$ cat src/rtl/plab3_mem_blocking_cache_alt_ctrl_pkg.sv
// ----------------------------------------------------------------------------
// plab3_mem_blocking_cache_alt_ctrl_pkg: shared encodings for the cache control unit
// Rev 1.0
// ----------------------------------------------------------------------------
`default_nettype none

package plab3_mem_blocking_cache_alt_ctrl_pkg;

  typedef enum logic [3:0] {
    ST_IDLE           = 4'd0,
    ST_TAG_CHECK      = 4'd1,
    ST_READ_ACCESS    = 4'd2,
    ST_WRITE_ACCESS   = 4'd3,
    ST_AMO_READ       = 4'd4,
    ST_AMO_WRITE      = 4'd5,
    ST_EVICT_PREPARE  = 4'd6,
    ST_EVICT_REQUEST  = 4'd7,
    ST_EVICT_WAIT     = 4'd8,
    ST_REFILL_REQUEST = 4'd9,
    ST_REFILL_WAIT    = 4'd10,
    ST_REFILL_UPDATE  = 4'd11,
    ST_WAIT           = 4'd12
  } state_t;

  localparam logic [2:0] C_TYPE_READ    = 3'd0;
  localparam logic [2:0] C_TYPE_WRITE   = 3'd1;
  localparam logic [2:0] C_TYPE_INIT    = 3'd2;
  localparam logic [2:0] C_TYPE_AMO_ADD = 3'd3;
  localparam logic [2:0] C_TYPE_AMO_AND = 3'd4;
  localparam logic [2:0] C_TYPE_AMO_OR  = 3'd5;

  localparam logic [1:0] C_AMO_PASS = 2'd0;
  localparam logic [1:0] C_AMO_ADD  = 2'd1;
  localparam logic [1:0] C_AMO_AND  = 2'd2;
  localparam logic [1:0] C_AMO_OR   = 2'd3;

  localparam logic [2:0] C_MEMREQ_READ  = 3'd0;
  localparam logic [2:0] C_MEMREQ_WRITE = 3'd1;

  // One 32-bit word lane within the 16-byte line.
  function automatic logic [15:0] word_wben(input logic [1:0] word);
    return 16'h000F << {word, 2'b00};
  endfunction

endpackage

`default_nettype wire

$ cat src/rtl/plab3_mem_blocking_cache_alt_ctrl_line_state.sv
// ----------------------------------------------------------------------------
// plab3_mem_cache_line_state: per-line valid/dirty bits and per-set LRU bit
// Rev 1.0
// ----------------------------------------------------------------------------
`default_nettype none

module plab3_mem_cache_line_state
  import plab3_mem_blocking_cache_alt_ctrl_pkg::*;
(
  input  logic       clk,
  input  logic       reset,
  input  logic [2:0] idx,
  output logic [1:0] valid,
  output logic [1:0] dirty,
  output logic       lru,
  input  logic       line_wen,
  input  logic       line_way,
  input  logic       line_valid,
  input  logic       line_dirty,
  input  logic       lru_wen,
  input  logic       lru_wdata
);

  logic [7:0][1:0] valid_q, valid_d;
  logic [7:0][1:0] dirty_q, dirty_d;
  logic [7:0]      lru_q,   lru_d;

  always_comb begin
    valid_d = valid_q;
    dirty_d = dirty_q;
    lru_d   = lru_q;
    if (line_wen) begin
      valid_d[idx][line_way] = line_valid;
      dirty_d[idx][line_way] = line_dirty;
    end
    if (lru_wen) begin
      lru_d[idx] = lru_wdata;
    end
  end

  always_ff @(posedge clk) begin
    if (reset) begin
      valid_q <= '0;
      dirty_q <= '0;
      lru_q   <= '0;
    end else begin
      valid_q <= valid_d;
      dirty_q <= dirty_d;
      lru_q   <= lru_d;
    end
  end

  assign valid = valid_q[idx];
  assign dirty = dirty_q[idx];
  assign lru   = lru_q[idx];

endmodule

`default_nettype wire

$ cat src/rtl/plab3_mem_blocking_cache_alt_ctrl.sv
// ----------------------------------------------------------------------------
// plab3_mem_blocking_cache_alt_ctrl: FSM control for the 2-way write-back blocking cache
// Rev 1.0
// ----------------------------------------------------------------------------
`default_nettype none

module plab3_mem_blocking_cache_alt_ctrl
  import plab3_mem_blocking_cache_alt_ctrl_pkg::*;
#(
  parameter int p_idx_shamt    = 0,
  parameter int p_opaque_nbits = 8
)(
  input  logic        clk,
  input  logic        reset,
  input  logic        cachereq_val,
  output logic        cachereq_rdy,
  output logic        cacheresp_val,
  input  logic        cacheresp_rdy,
  output logic        memreq_val,
  input  logic        memreq_rdy,
  input  logic        memresp_val,
  output logic        memresp_rdy,
  input  logic [2:0]  cachereq_type,
  input  logic [31:0] cachereq_addr,
  input  logic        tag_match_0,
  input  logic        tag_match_1,
  output logic        cachereq_en,
  output logic        memresp_en,
  output logic        is_refill,
  output logic        read_data_reg_en,
  output logic        read_tag_reg_en,
  output logic        tag_array_0_wen,
  output logic        tag_array_0_ren,
  output logic        tag_array_1_wen,
  output logic        tag_array_1_ren,
  output logic        data_array_wen,
  output logic        data_array_ren,
  output logic        way_sel,
  output logic [15:0] data_array_wben,
  output logic [1:0]  amo_sel,
  output logic [1:0]  read_byte_sel,
  output logic [2:0]  memreq_type,
  output logic [2:0]  cacheresp_type
);

  state_t state_q, state_d;
  logic   hit_way_q, hit_way_d;
  logic   victim_q, victim_d;

  logic [2:0] idx;
  logic [1:0] line_valid_r, line_dirty_r;
  logic       lru_r;
  logic       line_wen, line_way, line_valid, line_dirty, lru_wen, lru_wdata;
  logic       hit0, hit1;

  logic                      unused_addr;
  logic [p_opaque_nbits-1:0] unused_opaque;
  assign unused_addr   = ^cachereq_addr;
  assign unused_opaque = '0;

  assign idx = cachereq_addr[4+p_idx_shamt +: 3];

  plab3_mem_cache_line_state u_line_state (
    .clk        (clk),
    .reset      (reset),
    .idx        (idx),
    .valid      (line_valid_r),
    .dirty      (line_dirty_r),
    .lru        (lru_r),
    .line_wen   (line_wen),
    .line_way   (line_way),
    .line_valid (line_valid),
    .line_dirty (line_dirty),
    .lru_wen    (lru_wen),
    .lru_wdata  (lru_wdata)
  );

  always_ff @(posedge clk) begin
    if (reset) begin
      state_q   <= ST_IDLE;
      hit_way_q <= 1'b0;
      victim_q  <= 1'b0;
    end else begin
      state_q   <= state_d;
      hit_way_q <= hit_way_d;
      victim_q  <= victim_d;
    end
  end

  always_comb begin
    state_d          = state_q;
    hit_way_d        = hit_way_q;
    victim_d         = victim_q;
    hit0             = 1'b0;
    hit1             = 1'b0;
    cachereq_rdy     = 1'b0;
    cacheresp_val    = 1'b0;
    memreq_val       = 1'b0;
    memresp_rdy      = 1'b0;
    cachereq_en      = 1'b0;
    memresp_en       = 1'b0;
    is_refill        = 1'b0;
    read_data_reg_en = 1'b0;
    read_tag_reg_en  = 1'b0;
    tag_array_0_wen  = 1'b0;
    tag_array_0_ren  = 1'b0;
    tag_array_1_wen  = 1'b0;
    tag_array_1_ren  = 1'b0;
    data_array_wen   = 1'b0;
    data_array_ren   = 1'b0;
    way_sel          = 1'b0;
    data_array_wben  = 16'h0000;
    amo_sel          = C_AMO_PASS;
    read_byte_sel    = 2'd0;
    memreq_type      = C_MEMREQ_READ;
    cacheresp_type   = 3'd0;
    line_wen         = 1'b0;
    line_way         = 1'b0;
    line_valid       = 1'b0;
    line_dirty       = 1'b0;
    lru_wen          = 1'b0;
    lru_wdata        = 1'b0;

    // Reset forces every output low regardless of the state register.
    if (!reset) begin
      read_byte_sel = cachereq_addr[3:2];
      case (state_q)
        ST_IDLE: begin
          cachereq_rdy = 1'b1;
          cachereq_en  = cachereq_val;
          if (cachereq_val) state_d = ST_TAG_CHECK;
        end
        ST_TAG_CHECK: begin
          tag_array_0_ren = 1'b1;
          tag_array_1_ren = 1'b1;
          hit0     = tag_match_0 & line_valid_r[0];
          hit1     = tag_match_1 & line_valid_r[1];
          victim_d = !line_valid_r[0] ? 1'b0 : (!line_valid_r[1] ? 1'b1 : lru_r);
          if (cachereq_type == C_TYPE_INIT) begin
            // Preload path: claim the victim without evicting it.
            tag_array_0_wen = ~victim_d;
            tag_array_1_wen = victim_d;
            way_sel    = victim_d;
            line_wen   = 1'b1;
            line_way   = victim_d;
            line_valid = 1'b1;
            line_dirty = 1'b1;
            hit_way_d  = victim_d;
            state_d    = ST_WRITE_ACCESS;
          end else if (hit0 | hit1) begin
            hit_way_d = hit1;
            lru_wen   = 1'b1;
            lru_wdata = ~hit1;
            if (cachereq_type == C_TYPE_WRITE)
              state_d = ST_WRITE_ACCESS;
            else if (cachereq_type == C_TYPE_AMO_ADD || cachereq_type == C_TYPE_AMO_AND ||
                     cachereq_type == C_TYPE_AMO_OR)
              state_d = ST_AMO_READ;
            else
              state_d = ST_READ_ACCESS;
          end else if (line_valid_r[victim_d] && line_dirty_r[victim_d]) begin
            state_d = ST_EVICT_PREPARE;
          end else begin
            state_d = ST_REFILL_REQUEST;
          end
        end
        ST_READ_ACCESS, ST_AMO_READ: begin
          data_array_ren   = 1'b1;
          way_sel          = hit_way_q;
          read_data_reg_en = 1'b1;
          state_d = (state_q == ST_AMO_READ) ? ST_AMO_WRITE : ST_WAIT;
        end
        ST_WRITE_ACCESS, ST_AMO_WRITE: begin
          data_array_wen  = 1'b1;
          way_sel         = hit_way_q;
          data_array_wben = word_wben(cachereq_addr[3:2]);
          line_wen        = 1'b1;
          line_way        = hit_way_q;
          line_valid      = 1'b1;
          line_dirty      = 1'b1;
          if (state_q == ST_AMO_WRITE) begin
            case (cachereq_type)
              C_TYPE_AMO_ADD: amo_sel = C_AMO_ADD;
              C_TYPE_AMO_AND: amo_sel = C_AMO_AND;
              C_TYPE_AMO_OR:  amo_sel = C_AMO_OR;
              default:        amo_sel = C_AMO_PASS;
            endcase
          end
          state_d = ST_WAIT;
        end
        ST_EVICT_PREPARE: begin
          way_sel          = victim_q;
          tag_array_0_ren  = 1'b1;
          tag_array_1_ren  = 1'b1;
          data_array_ren   = 1'b1;
          read_data_reg_en = 1'b1;
          read_tag_reg_en  = 1'b1;
          state_d = ST_EVICT_REQUEST;
        end
        ST_EVICT_REQUEST: begin
          way_sel     = victim_q;
          memreq_val  = 1'b1;
          memreq_type = C_MEMREQ_WRITE;
          if (memreq_rdy) state_d = ST_EVICT_WAIT;
        end
        ST_EVICT_WAIT: begin
          memresp_rdy = 1'b1;
          if (memresp_val) state_d = ST_REFILL_REQUEST;
        end
        ST_REFILL_REQUEST: begin
          way_sel     = victim_q;
          memreq_val  = 1'b1;
          memreq_type = C_MEMREQ_READ;
          if (memreq_rdy) state_d = ST_REFILL_WAIT;
        end
        ST_REFILL_WAIT: begin
          memresp_rdy = 1'b1;
          memresp_en  = memresp_val;
          if (memresp_val) state_d = ST_REFILL_UPDATE;
        end
        ST_REFILL_UPDATE: begin
          way_sel         = victim_q;
          is_refill       = 1'b1;
          data_array_wen  = 1'b1;
          data_array_wben = 16'hFFFF;
          tag_array_0_wen = ~victim_q;
          tag_array_1_wen = victim_q;
          line_wen        = 1'b1;
          line_way        = victim_q;
          line_valid      = 1'b1;
          line_dirty      = 1'b0;
          state_d = ST_TAG_CHECK;
        end
        ST_WAIT: begin
          cacheresp_val  = 1'b1;
          cacheresp_type = cachereq_type;
          if (cacheresp_rdy) state_d = ST_IDLE;
        end
        default: state_d = ST_IDLE;
      endcase
    end
  end

endmodule

`default_nettype wire

$ cat config.mk
export PLATFORM = sky130hd
export DESIGN_NAME = plab3_mem_blocking_cache_alt_ctrl
export DESIGN_NICKNAME = d
export VERILOG_FILES = /design/src/rtl/plab3_mem_blocking_cache_alt_ctrl_pkg.sv /design/src/rtl/plab3_mem_blocking_cache_alt_ctrl_line_state.sv /design/src/rtl/plab3_mem_blocking_cache_alt_ctrl.sv
export SDC_FILE = /design/constraint.sdc
export NUM_CORES = 1
export LEC_CHECK = 0
export ABC_AREA = 1
export ABC_CLOCK_PERIOD_IN_PS = 2500
export CAP_MARGIN = 0
export CORE_MARGIN = 3
export CORE_UTILIZATION = 40
export CTS_CLUSTER_SIZE = 40
export DETAILED_ROUTE_END_ITERATION = 7
export GPL_TIMING_DRIVEN = 0
export PLACE_DENSITY = 0.79
export SYNTH_ARGS = -nofsm -noshare
export SYNTH_HDL_FRONTEND = slang
export SYNTH_HIERARCHICAL = 1
export SYNTH_SLANG_ARGS = --single-unit
export TNS_END_PERCENT = 30
$ cat constraint.sdc
create_clock -name clk -period 2.5 [get_ports clk]
set_input_delay 0.5 -clock clk [delete_from_list [all_inputs] [get_ports clk]]
set_output_delay 0.5 -clock clk [all_outputs]
set_load 0.02 [all_outputs]
After elaboration in Yosys (flattened, before gate mapping)
Index checks and enable logic that the tools add are counted.
- register bits: 46
- memories: 0
- output and inout bits: 42
- RAM bits: 0
- bits in read-only memories: 0
- bits in latches: 0
- input port bits: 43
- logic and storage cells: 165
- div/mod/pow operators: 0
- $lt $le $gt $ge: 5
- multipliers: 0
- muxes and demuxes: 92
- reductions and logical operators: 18
- bitwise operators: 6
- equality and inequality tests: 23
- $add $sub $neg: 0
- shift-type cells: 1
- operator list (operator ; count):
    1-bit two-way mux ; 52
    4-bit one-hot mux with 11 select lines ; 1
    4-bit two-way mux ; 10
    16-bit bitwise mux ; 2
    16-bit one-hot mux with 2 select lines ; 1
    4-bit == test (second input constant) ; 5
    4-bit by 3-bit == test with 1-bit output (second input constant) ; 4
    16-bit two-way mux ; 1
    4-bit by 4-bit << shifter with 16-bit output (first input constant) ; 1
    2-bit two-way mux ; 7
    2-bit binary-select mux with 3-bit select ; 2
    3-bit two-way mux ; 4
    2-bit inequality test (second input constant) ; 6
    2-bit OR reduction ; 5
    8-bit bitwise mux ; 1
    4-bit by 2-bit == test with 1-bit output (second input constant) ; 2
    1-bit one-hot mux with 2 select lines ; 4
    4-bit OR reduction ; 2
    2-bit demux with 3-bit select ; 1
    3-bit by 2-bit == test with 1-bit output (second input constant) ; 2
    3-bit == test (second input constant) ; 2
    1-bit one-hot mux with 3 select lines ; 2
    2-bit one-hot mux with 3 select lines ; 1
    6-bit AND reduction ; 1
    other kinds (18) ; 26

Depth between registers and ports, before layout
- word-level depth: 14
- mapped depth: 23
- mapped depth without buffers: 21

Modules after synthesis
The synthesis kept the hierarchy.
- by module, submodules not included (module ; times used ; seq. area each (µm²) ; cells an instance ; area each (µm²)):
    plab3_mem_cache_line_state ; 1 ; 800.8 ; 376 ; 2177.1
    plab3_mem_blocking_cache_alt_ctrl ; 1 ; 120.1 ; 187 ; 960.9

Worst setup path before layout
No wires, ideal clock.
- path type: input to output
- start point: input port reset
- end point: output port read_data_reg_en
- slack: -0.358 ns
- data arrival time: 2.358 ns
- required time: 2.000 ns
- stages on the path: 4
- path buffers: 3
- cell sequence: clkbuf_1 -> clkbuf_1 -> a2111oi_0 -> buf_4
- word-level cells in the longest chain between the ends: 1
- RTL lines (element ; line ; text):
    from (decl) ; plab3_mem_blocking_cache_alt_ctrl.sv:14 ; input logic reset,
    1-bit two-way mux ; n/a ;
    to (decl) ; plab3_mem_blocking_cache_alt_ctrl.sv:30 ; output logic read_data_reg_en,
Every way passes these cells.

Worst setup path after layout
- start point: input port reset
- end point: output port read_data_reg_en
- word-level cells in the longest chain between the ends: 1
- RTL lines (element ; line ; text):
    1-bit two-way mux ; plab3_mem_blocking_cache_alt_ctrl.sv:125 ; if (!reset) begin
Every way passes these cells.

==> metrics.txt <==
initial antenna violation count 0; Mapped Cells roughly 560; Least-Margin Pin Slew 0.518 ns; ys flop type dfxtp_1; I/O pin count 85; fillers 739; final-report setup violation count 0; status finished, final reports clean; PwrDens 521 nW/um^2; Max VDD drop 0.000343 V; post-synthesis sequential area ratio 0.293; Yosys cell types 28; hold buffer count at CTS 0; number of synthesized flops with an enable pin 0; Core Footprint approximately 7400 sq um; synthesized cell area 3140 sq um; syn_area_per_cell 5.57 sq um; area taken by multi-input logic gates 1950 sq um; Overflow after GRT 0; FF+latch count, synth 46; Sink Count 46; n_diodes 0; Layout Nets 679; post-route clock skew between 0.008 and 0.009 ns; share of post-route cells with drive strength above 1 0.214; starting density of the core 0.421; CTS clock-pin slew for the worst setup and hold paths approximately 0.080 ns; Bufs on Longest Clock Path 2; top cell type by total area after synthesis dfxtp_1; Pre-Repair DR Iteration Count 5; ys async rst share 0; Routability Congestion 0.958; Die Ht 94.6 um; post-layout min period 2.47 ns; vias in the first global route 3409; Final ANT Viol Nets 0; final std cells w/o fill 736; CTS Buf Count 5; fin crit share 0.989; Via Count between 3000 and 4000; DR iter-0 viols 315; Yosys warnings 6; crit path max fanout 10; kind of start point of the critical path primary input; share of the synthesized area in the top cell type 0.293; first-pass GRT wire length 15.1 mm; routed wire length 9.54 mm; CTS tree yes; final hold violations 0; area delta synth->final 33.6%; DR vias/cell roughly 5.1; WP data required 2.00 ns; Leak 2.15 nW; Setup CP Type primary input to output port; Sequential cell area 926 sq um; Fmax roughly 400 MHz; Worst setup EP type output port; worst skew pair latency 0.30 ns; total power between 2 and 2.5 mW; Cell Rows 31; clock root cell clkbuf_8; Wirelength per Cell 13.0 um; largest net degree at the start of global routing 15; die width 94.6 um; IO Port Bufs 54; Layout Utilization 0.563; worst min path class register to register; CP arrival 1.97 ns; H-tree depth 2; placed cells 717; Max Transition Viols Final 0; RSZ-0062 raised after global routing yes; total negative slack 0 ns; maxcap violations 0; Die Area 8940 sq um; largest cells by area after synthesis dfxtp_1, nand2_1, nor2_1; drt drc 0; DP Wirelength 6.74 mm; overall routing resource usage 0.210; Max-slew headroom 0.655
[state kept, by name (all words and copies together) (netlist names)]
name	count
hit_way_q	1
state_q	4
u_line_state/dirty_q	16
u_line_state/lru_q	8
u_line_state/valid_q	16
victim_q	1
[layout make-up]
| class | instances | share of cell area |
|---|---|---|
| Multi-Input combinational cell | 430 | 0.465 |
| Inverter | 49 | 0.0454 |
| Timing Repair Buffer | 65 | 0.134 |
| Sequential cell | 46 | 0.221 |
| Clock inverter | 2 | 0.0143 |
| Tap cell | 99 | 0.0296 |
| Clock buffer | 6 | 0.0197 |
| Buffer | 39 | 0.0713 |
[Yosys cell counts, types with 2 or more instances]
| cell | number |
|---|---|
| dfxtp_1 | 46 |
| nand2_1 | 212 |
| inv_1 | 44 |
| nand2_2 | 5 |
| nor3_1 | 5 |
| inv_2 | 4 |
| a21oi_1 | 14 |
| o21ai_0 | 7 |
| o31ai_1 | 2 |
| a21oi_2 | 2 |
| nor2_2 | 5 |
| buf_2 | 10 |
| buf_4 | 22 |
| a2111oi_0 | 2 |
| clkbuf_1 | 5 |
| nor2_1 | 124 |
| a31oi_1 | 3 |
| buf_1 | 2 |
| nand4_1 | 12 |
| nand3_1 | 29 |
[per-layer routing]
metal / vias to the layer above / global-route usage / routed length (um)
met3: 22 / 0.0382 / 843
met5: - / 0 / 0
met4: 0 / 0.0829 / 215
li1: 1871 / - / -
met1: 1705 / 0.249 / 3900
met2: 180 / 0.373 / 4580
[cells by family (layout without fill, tap and decap cells)]
group                  count (synthesis)  after routing  synth area share
AOI/OAI and AO/OA                     34             34            0.0642
buffers and inverters                 88            161             0.136
DFF                                   46             46             0.293
other                                  1              2           0.00120
and+or+nand+nor                      394            394             0.505
[power by group]
| group | internal [mW] | leakage [nW] | switching (mW) | total [mW] |
|---|---|---|---|---|
| combinational | 0.239 | 1.70 | 0.443 | 0.682 |
| sequential | 0.767 | 0.373 | 0.0491 | 0.816 |
| clock | 0.426 | 0.0714 | 0.258 | 0.685 |
[cell usage in the layout, fill, tap and decap left out, drive strengths merged, types with 12 or more instances in the layout]
cell | Yosys | routed
inv | 48 | 48
nor2 | 129 | 129
buf | 34 | 48
clkdlybuf4s50 | 0 | 15
clkbuf | 5 | 25
nand3 | 30 | 30
dfxtp | 46 | 46
nand2 | 217 | 217
nand4 | 12 | 12
a21oi | 16 | 16
[metrics by stage]
| stage | hold WS [ns] | worst slack, ns | cell area (sq um) |
|---|---|---|---|
| 6_report | 0.483 | 0.0278 | 4190 |
| 5_1_grt | 0.493 | -0.112 | 4190 |
| 4_1_cts | 0.475 | -0.0580 | 4050 |
| 3_5_place_dp | 0.461 | -1.12 | 3810 |
| 3_3_place_gp | 0.447 | -1.10 | 3810 |
| 2_1_floorplan | 0.433 | -0.0362 | 3150 |
[worst max-delay path, stage by stage]
cell and delay [ns]:
dlygate4sd2_1 0.29, clkbuf_4 0.20, clkbuf_4 0.22, a2111oi_2 0.28, buf_4 0.17, dlygate4sd2_1 0.32
[final timing paths]
check | end | start | depth (start not counted) | slack [ns]
worst max-delay path | read_data_reg_en | reset | 6 | 0.03
worst min-delay path | u_line_state/lru_q[1] | u_line_state/lru_q[1] | 2 | 0.48
worst max register to register | u_line_state/dirty_q[8] | state_q[0] | 11 | 0.26
worst min register to register | u_line_state/lru_q[1] | u_line_state/lru_q[1] | 2 | 0.48
[what timing repair did]
action	CTS	global route
cloned	0	1
endpoints found under the setup margin	80	71
setup buffers	5	5
pin swaps	4	9
endpoints found under the hold margin	0	0
resized for setup	97	72
Note: power is estimated with default switching activity, not from simulation.
